`config.mk`:
```
export PLATFORM = sky130hd
export DESIGN_NAME = if_fetch_queue
export DESIGN_NICKNAME = d
export VERILOG_FILES = /design/src/rtl/if_fetch_queue.sv
export SDC_FILE = /design/constraint.sdc
export NUM_CORES = 1
export LEC_CHECK = 0
export ABC_AREA = 0
export CAP_MARGIN = 40
export CORE_UTILIZATION = 30
export DETAILED_ROUTE_END_ITERATION = 7
export GPL_TIMING_DRIVEN = 0
export PLACE_DENSITY = 0.49
export SLEW_MARGIN = 20
export SYNTH_ARGS = -nofsm -noshare
export SYNTH_HDL_FRONTEND = slang
export SYNTH_SLANG_ARGS = --single-unit
```
`constraint.sdc`:
```
create_clock -name clk -period 9.8 [get_ports clk]
set_input_delay 1.96 -clock clk [delete_from_list [all_inputs] [get_ports clk]]
set_output_delay 1.96 -clock clk [all_outputs]
set_load 0.02 [all_outputs]
```
`src/rtl/if_fetch_queue.sv`:
```
// Fetch decoupling queue: in-order imem req/gnt issue, response pairing with PC, valid/ready to decode.
// Optional same-cycle response forwarding to decode when IF_FETCH_QUEUE_BYPASS_EN is defined.
module if_fetch_queue #(
   parameter int DEPTH = 4,
   parameter int XLEN  = 32
) (
   input  logic                     clk,
   input  logic                     rst,
   input  logic [XLEN-1:0]          pc_i,
   input  logic                     pc_valid_i,
   output logic                     pc_ready_o,
   output logic                     imem_req_o,
   output logic [XLEN-1:0]          imem_addr_o,
   input  logic                     imem_gnt_i,
   input  logic                     imem_rvalid_i,
   input  logic [XLEN-1:0]          imem_rdata_i,
   input  logic                     flush_i,
   output logic                     dec_valid_o,
   input  logic                     dec_ready_i,
   output logic [XLEN-1:0]          dec_pc_o,
   output logic [XLEN-1:0]          dec_instr_o,
   output logic [$clog2(DEPTH):0]   count_o
);

   localparam int IW = $clog2(DEPTH);
   localparam int PW = IW + 1;
   localparam logic [PW:0]   L_DEPTH = (PW+1)'(DEPTH);
   localparam logic [PW-1:0] L_ONE   = {{(PW-1){1'b0}}, 1'b1};

   logic [PW-1:0]   r_alloc_ptr;
   logic [PW-1:0]   r_fill_ptr;
   logic [PW-1:0]   r_rd_ptr;
   logic [PW-1:0]   r_drop_cnt;
   logic [XLEN-1:0] r_pc_mem    [DEPTH];
   logic [XLEN-1:0] r_instr_mem [DEPTH];

   logic [IW-1:0]   w_alloc_idx;
   logic [IW-1:0]   w_fill_idx;
   logic [IW-1:0]   w_rd_idx;
   logic [PW-1:0]   w_outstanding;
   logic [PW-1:0]   w_used;
   logic [PW:0]     w_credit;
   logic            w_credit_ok;
   logic            w_issue;
   logic            w_fill;
   logic            w_drop;
   logic            w_pop;
   logic            w_head_valid;
   logic [PW-1:0]   w_drop_sum;
   logic [PW-1:0]   w_drop_flush;
   logic            w_dec_valid;
   logic [XLEN-1:0] w_dec_pc;
   logic [XLEN-1:0] w_dec_instr;

   assign w_alloc_idx   = r_alloc_ptr[IW-1:0];
   assign w_fill_idx    = r_fill_ptr[IW-1:0];
   assign w_rd_idx      = r_rd_ptr[IW-1:0];
   assign w_outstanding = r_alloc_ptr - r_fill_ptr;
   assign w_used        = r_alloc_ptr - r_rd_ptr;

   // Responses still owed for flushed requests keep holding their slot's credit.
   assign w_credit    = L_DEPTH - {1'b0, w_used} - {1'b0, r_drop_cnt};
   assign w_credit_ok = ~w_credit[PW] & (w_credit != '0);

   assign imem_req_o  = pc_valid_i & w_credit_ok & ~flush_i & ~rst;
   assign imem_addr_o = pc_i;
   assign w_issue     = imem_req_o & imem_gnt_i;
   assign pc_ready_o  = w_issue;

   assign w_fill       = imem_rvalid_i & (r_drop_cnt == '0) & (w_outstanding != '0);
   assign w_drop       = imem_rvalid_i & (r_drop_cnt != '0);
   assign w_head_valid = (r_fill_ptr != r_rd_ptr);

   // An rvalid landing in the flush cycle belongs to the pre-flush stream.
   assign w_drop_sum   = r_drop_cnt + w_outstanding;
   assign w_drop_flush = (w_drop_sum == '0) ? '0
                       : (w_drop_sum - {{(PW-1){1'b0}}, imem_rvalid_i});

`ifdef IF_FETCH_QUEUE_BYPASS_EN
   logic w_bypass;
   assign w_bypass    = ~w_head_valid & w_fill & ~flush_i & ~rst;
   assign w_dec_valid = (w_head_valid | w_bypass) & ~flush_i & ~rst;
   assign w_dec_pc    = w_bypass ? r_pc_mem[w_fill_idx] : r_pc_mem[w_rd_idx];
   assign w_dec_instr = w_bypass ? imem_rdata_i : r_instr_mem[w_rd_idx];
`else
   assign w_dec_valid = w_head_valid & ~flush_i & ~rst;
   assign w_dec_pc    = r_pc_mem[w_rd_idx];
   assign w_dec_instr = r_instr_mem[w_rd_idx];
`endif

   assign w_pop       = w_dec_valid & dec_ready_i;
   assign dec_valid_o = w_dec_valid;
   assign dec_pc_o    = rst ? '0 : w_dec_pc;
   assign dec_instr_o = rst ? '0 : w_dec_instr;
   assign count_o     = rst ? '0 : w_used;

   // Pointer and drop-counter state; flush wins over issue, fill and pop.
   always_ff @(posedge clk) begin
      if (rst) begin
         r_alloc_ptr <= '0;
         r_fill_ptr  <= '0;
         r_rd_ptr    <= '0;
         r_drop_cnt  <= '0;
      end else if (flush_i) begin
         r_alloc_ptr <= '0;
         r_fill_ptr  <= '0;
         r_rd_ptr    <= '0;
         r_drop_cnt  <= w_drop_flush;
      end else begin
         if (w_issue) begin
            r_alloc_ptr <= r_alloc_ptr + L_ONE;
         end
         if (w_fill) begin
            r_fill_ptr <= r_fill_ptr + L_ONE;
         end
         if (w_drop) begin
            r_drop_cnt <= r_drop_cnt - L_ONE;
         end
         if (w_pop) begin
            r_rd_ptr <= r_rd_ptr + L_ONE;
         end
      end
   end

   // Entry storage: PC captured at grant, instruction captured at fill.
   always_ff @(posedge clk) begin
      if (!rst && !flush_i && w_issue) begin
         r_pc_mem[w_alloc_idx] <= pc_i;
      end
      if (!rst && !flush_i && w_fill) begin
         r_instr_mem[w_fill_idx] <= imem_rdata_i;
      end
   end

   a_no_orphan_rvalid : assert property (@(posedge clk) disable iff (rst)
      imem_rvalid_i |-> ((r_drop_cnt != '0) || (w_outstanding != '0)));

endmodule

```
# Word-level counts from Yosys, hierarchy flattened
# Memory sizes are Yosys's and may differ from the RTL's. A register that Yosys moved wholly into a read port is not among the register bits.
# Index checks and enable logic that the tools add are counted.
totals:
  regBits: 12
  latchBits: 0
  ram_bits: 256
  romBits: 0
  in_bits: 71
  out_inout_bits: 102
  word_cells: 57
  memories: 2
memory_table:
  columns: ["memory", "depth", "word_bits", "read_ports", "rd_clocked_by_memory_dff", "wr", "line_no", "rtl"]
  rows:
  - ["r_instr_mem", 4, 32, 1, 1, 1, "35", "logic [XLEN-1:0] r_instr_mem [DEPTH];"]
  - ["r_pc_mem", 4, 32, 1, 1, 1, "34", "logic [XLEN-1:0] r_pc_mem [DEPTH];"]
classes:
  addsub: 10
  n_mul: 0
  div_mod_pow: 0
  order_cmp: 0
  eq_ne: 1
  n_shift: 0
  muxes: 14
  bitwise: 14
  n_reduce_logical: 12
ops:
  columns: ["op", "n"]
  rows:
  - ["two-way mux 32 bit", 2]
  - ["two-way mux 3 bit", 4]
  - ["AND 1 bit", 11]
  - ["adder 3 x 1 -> 3 bit (second input constant)", 3]
  - ["two-way mux 2 bit", 4]
  - ["zero test 3 bit", 2]
  - ["nonzero test 3 bit", 2]
  - ["subtractor 3 bit", 2]
  - ["two-way mux 1 bit", 4]
  - ["nonzero test 4 bit", 1]
  - ["subtractor 3 x 3 -> 4 bit (first input constant)", 1]
  - ["subtractor 4 x 3 -> 4 bit", 1]
  - ["adder 3 bit", 1]
  - ["logical AND 1 bit", 3]
  - ["inequality test 3 bit", 1]
  - ["NOT 1 bit", 3]
  - ["subtractor 3 x 1 -> 3 bit", 1]
  - ["subtractor 3 x 1 -> 3 bit (second input constant)", 1]
  - ["zero test 1 bit", 2]
  - ["nonzero test 2 bit", 1]
  - ["OR reduction 2 bit", 1]

# Depth between registers and ports, before layout
# Gate-level depths: netlist (run 1).
depth:
  word_depth: 12
  depth_mapped: 13
  mapped_depth_nobuf: 13

# Worst setup path before layout (run 1)
# OpenSTA, ideal clock, no wires.
synth_timing:
  path_kind: "in2out"
  start: "input port rst"
  end: "output port dec_valid_o"
  t_arrival_ns: 2.923
  required_ns: 7.840
  setup_slack_ns: 4.917
  stages: 4
  path_buffers: 2
  cell_sequence: "clkbuf_1 or2_2 clkbuf_1 nor2_1"
synth_via:
  elab_chain_cells: 2
synth_rtl:
  columns: ["element", "line_no", "rtl"]
  rows:
  - ["start, declared", "8", "input logic rst,"]
  - ["NOT 1 bit", "86", "assign w_dec_valid = w_head_valid & ~flush_i & ~rst;"]
  - ["AND 1 bit", "86", null]
  - ["end, declared", "18", "output logic dec_valid_o,"]
# Every way passes these cells.

# Worst setup path after layout (run 1)
layout_timing:
  start: "input port rst"
  end: "output port dec_instr_o[0]"
layout_via:
  elab_chain_cells: 1
layout_rtl:
  columns: ["element", "line_no", "rtl"]
  rows:
  - ["two-way mux 32 bit", "94", "assign dec_instr_o = rst ? '0 : w_dec_instr;"]
  - ["end, declared", "21", "output logic [XLEN-1:0] dec_instr_o,"]
# Every way passes these cells.

==> results of run 1 <==
## registers in the layout, indices dropped and copies added, names as in the netlist, named ones only
name         count
r_pc_mem       128
r_fill_ptr       3
r_rd_ptr         3
r_instr_mem    128
r_drop_cnt       3
r_alloc_ptr      3
## final timing paths
check	slack, ns	depth (start not counted)	end	startpoint
worst max-delay path	3.53	6	dec_instr_o[0]	rst
worst min-delay path	0.53	1	r_alloc_ptr[2]	r_alloc_ptr[2]
worst max register to register	5.93	13	r_pc_mem[1][14]	r_alloc_ptr[0]
worst min register to register	0.53	1	r_alloc_ptr[2]	r_alloc_ptr[2]
## area by class of cell
type                       count  area (µm²)
fill                        3269       21490
sequential                   270        7968
multi-input combinational    222        2684
timing repair buffer         180        1903
clock buffer                  35       769.5
tap                          461       576.8
buffer                        56       340.3
clock inverter                18       121.4
inverter                      17       63.81
antenna                        1       2.502
## worst max-delay path: cells and delay by family
kind                   cells  cell delay [ns]
buffers and inverters      5             2.19
AND/OR/NAND/NOR            1             0.14
## stage by stage
step	std cells	util [%]	hold WS (ns)	cell area [µm²]
floorplan	565	-	0.4813	11050
global placement	1198	37.17	0.5106	13350
detailed placement	1206	37.69	0.5194	13540
CTS	1259	40.17	0.5334	14430
global route	1259	40.17	0.5561	14430
finish	1260	40.18	0.5303	14430
## cell usage after synthesis (all sizes together)
| cell type | number | area share (%) |
|---|---|---|
| xnor2 | 7 | 0.55 |
| o311a | 1 | 0.091 |
| buf | 40 | 2.5 |
| nand2b | 1 | 0.057 |
| nor2 | 11 | 0.37 |
| o311ai | 1 | 0.079 |
| o21a | 1 | 0.068 |
| mux2i | 3 | 0.27 |
| a311oi | 2 | 0.16 |
| inv | 17 | 0.58 |
| mux4 | 64 | 13 |
| nor3b | 2 | 0.14 |
| nand3 | 2 | 0.091 |
| nor2b | 67 | 3.8 |
| o31ai | 2 | 0.14 |
| or3b | 1 | 0.10 |
| a31oi | 2 | 0.11 |
| and2 | 4 | 0.28 |
| fa | 4 | 0.72 |
| nand3b | 1 | 0.068 |
| dfxtp | 14 | 2.5 |
| nor3 | 2 | 0.091 |
| or2 | 2 | 0.11 |
| or4 | 1 | 0.068 |
| a21oi | 1 | 0.045 |
| edfxtp | 256 | 70 |
| xnor3 | 1 | 0.20 |
| a31o | 1 | 0.079 |
| and3 | 4 | 0.23 |
| o221ai | 1 | 0.079 |
| ha | 20 | 2.3 |
| xor2 | 6 | 0.48 |
| nand2 | 5 | 0.17 |
| a211oi | 1 | 0.068 |
| nor4b | 1 | 0.22 |
| clkbuf | 16 | 0.54 |
## cells by family (layout without fill, tap and decap cells)
| group | count (synthesis) | in the layout |
|---|---|---|
| adders and majority gates | 24 | 24 |
| DFF | 270 | 270 |
| and+or+nand+nor | 104 | 104 |
| xor gates and xnor gates | 14 | 14 |
| AOI/OAI and AO/OA | 13 | 13 |
| other | 0 | 1 |
| buffers and inverters | 73 | 306 |
| muxes | 67 | 67 |
## where the power goes
| part | leakage (nW) | internal (mW) | total, mW | switching [mW] |
|---|---|---|---|---|
| Combinational | 1.84 | 0.0823 | 0.164 | 0.0819 |
| Clock | 0.435 | 0.583 | 1.02 | 0.433 |
| Sequential | 2.42 | 1.27 | 1.27 | 0.00260 |
## routing by layer
| layer | vias to the layer above | share of wire (%) | track usage (%) |
|---|---|---|---|
| li1 | 2603 | - | - |
| met1 | 2906 | 42 | 15.97 |
| met2 | 146 | 50 | 22.66 |
| met3 | 29 | 6.1 | 3.618 |
| met4 | 0 | 1.7 | 2.704 |
| met5 | - | 0 | 0 |
==> flow_metrics.env, run 1 <==
export IMPL_postCtsHoldBufs=0
export IMPL_top_level_ports=173
export IMPL_netlist_instances=565
export IMPL_yosys_area_share_xor_xnor_pct=1.234
export IMPL_hold_viol=0
export IMPL_fp_dieW_um=193.9
export IMPL_timing_critical_path_slowest_stage_cell="clkdlybuf4s50_1"
export IMPL_outcome="completed"
export IMPL_post_route_period_util_pct=63.96
export IMPL_wl_per_cell_um=19.25
export IMPL_setup_worst_path_start_class="input port"
export IMPL_cts_buffers_inserted=30
export IMPL_fraction_of_final_layout_cells_with_drive_strength_greater_than_1_pct=20.55
export IMPL_clock_sinks=270
export IMPL_yosys_area_share_simple_pct=5.786
export IMPL_max_cap_violations=0
export IMPL_postRouteWirelength_um=24250
export IMPL_final_cell_mix="256 x edfxtp_1, 172 x clkdlybuf4s50_1, 67 x nor2b_1"
export IMPL_nNetsFinal=872
export IMPL_drcViolationCount=0
export IMPL_die_h_um=193.9
export IMPL_synth_fa_ha_area_share_pct=2.989
export IMPL_rsz0062_at_grt="false"
export IMPL_min_delay_path_class="reg -> reg"
export IMPL_place_hpwl_um=16170
export IMPL_clock_fmax_mhz=159.5
export IMPL_power_ir_vdd_worst_mv=0.1494
export IMPL_path_cells="clkdlybuf4s50_1 > clkbuf_1 > buf_6 > clkbuf_1 > nor2b_1 > clkdlybuf4s50_1"
export IMPL_pre_cts_ws_ns=3.393
export IMPL_power_density_mw_per_mm2=169.9
export IMPL_maximum_number_of_pins_on_one_net_before_global_route_repair=34
export IMPL_drtAntennaViolNets=0
export IMPL_clock_tree_from_tritoncts="yes"
export IMPL_placeableCoreArea_mm2=0.03591
export IMPL_grt_pass1_vias=6253
export IMPL_global_route_wire_length_before_repair_um=37400
export IMPL_initial_core_util_pct=30.77
export IMPL_crit_path_end_kind="primary output"
export IMPL_cts_setup_buffers=0
export IMPL_design_die_area_mm2=0.03761
export IMPL_synth_yosys_seq_area_share_pct=72.10
export IMPL_largest_family_of_logic_cells_by_synthesized_area="multiplexers"
export IMPL_timing_final_ws_setup_ns=3.532
export IMPL_worst_endpoint_required_ns=7.84
export IMPL_crit_fanout=10
export IMPL_vias=5684
export IMPL_layout_commonest_cell="edfxtp_1"
export IMPL_post_cts_resized_instances=0
export IMPL_synth_compound_gate_area_share_pct=0.9171
export IMPL_synth_yosys_warnings=0
export IMPL_min_tclk_post_route_ns=6.268
export IMPL_timing_max_transition_violations_final=0
export IMPL_gpl_final_weighted_congestion=0.7591
export IMPL_cts_htree_levels=1
export IMPL_tightestPinTransition_ns=0.7410
export IMPL_drt_initial_drc_count=218
export IMPL_cts_max_path_buffers=3
export IMPL_synth_seq_cells=270
export IMPL_grt_ovfl_total=0
export IMPL_leakage_nw=4.692
export IMPL_syn2layout_area_growth_pct=30.57
export IMPL_timing_max_slew_rel_slack_pct=50.60
export IMPL_syn_mean_instance_area_um2=19.56
export IMPL_power_mw=2.451
export IMPL_post_synth_mux_area_share_pct=13.32
export IMPL_clock_insertion_delay_worst_skew_ns=0.56
export IMPL_synthesis_nets=660
export IMPL_detail_route_vias_per_cell=4.511
export IMPL_ctsRootBufferMaster="clkbuf_16"
export IMPL_clock_skew_ns=0.02683
export IMPL_post_synth_num_cell_types=38
export IMPL_drt_pass1_iter_count=4
export IMPL_grt_antenna_before_repair=1
export IMPL_finalSetupViolCount=0
export IMPL_place_port_buffers=172
export IMPL_arrival_ns=4.31
export IMPL_post_synth_instance_area_mm2=0.01105
export IMPL_critPathKind="in -> out"
export IMPL_grt_use_total_pct=12.96
export IMPL_tns_ns=0
export IMPL_rows=69
export IMPL_path_clk_slew_ns=0.06
export IMPL_critical_path_max_stage_delay_ns=0.64
Note: power is estimated with default switching activity, not from simulation.
==> run 2, diff against run 1 <==
- clock period: 9.8 -> 6.5 ns (I/O delays scaled with it)
==> results of run 2 <==
Same layout as run 1 (identical final DEF). Status: completed.
Among the figures that moved: setup slack after placement 3.393 ns -> 1.413 ns; setup slack after layout 3.532 ns -> 1.096 ns; start point of the critical path rst -> r_alloc_ptr[0]; end point of the critical path dec_instr_o[0] -> pc_ready_o; register-to-register setup slack 5.93 ns -> 2.63 ns; total power 2.451 mW -> 3.695 mW; worst IR drop on VDD 0.1494 mV -> 0.2253 mV
==> run 3, diff against run 2 <==
- clock period: 6.5 -> 5.6 ns (I/O delays scaled with it)
==> results of run 3 <==
Same layout as run 1 (identical final DEF). Status: completed.
Among the figures that moved: setup slack after placement 3.393 ns -> 0.8474 ns; setup slack after layout 3.532 ns -> 0.3760 ns; start point of the critical path rst -> r_alloc_ptr[0]; end point of the critical path dec_instr_o[0] -> pc_ready_o; register-to-register setup slack 5.93 ns -> 1.73 ns; total power 2.451 mW -> 4.289 mW; worst IR drop on VDD 0.1494 mV -> 0.2615 mV
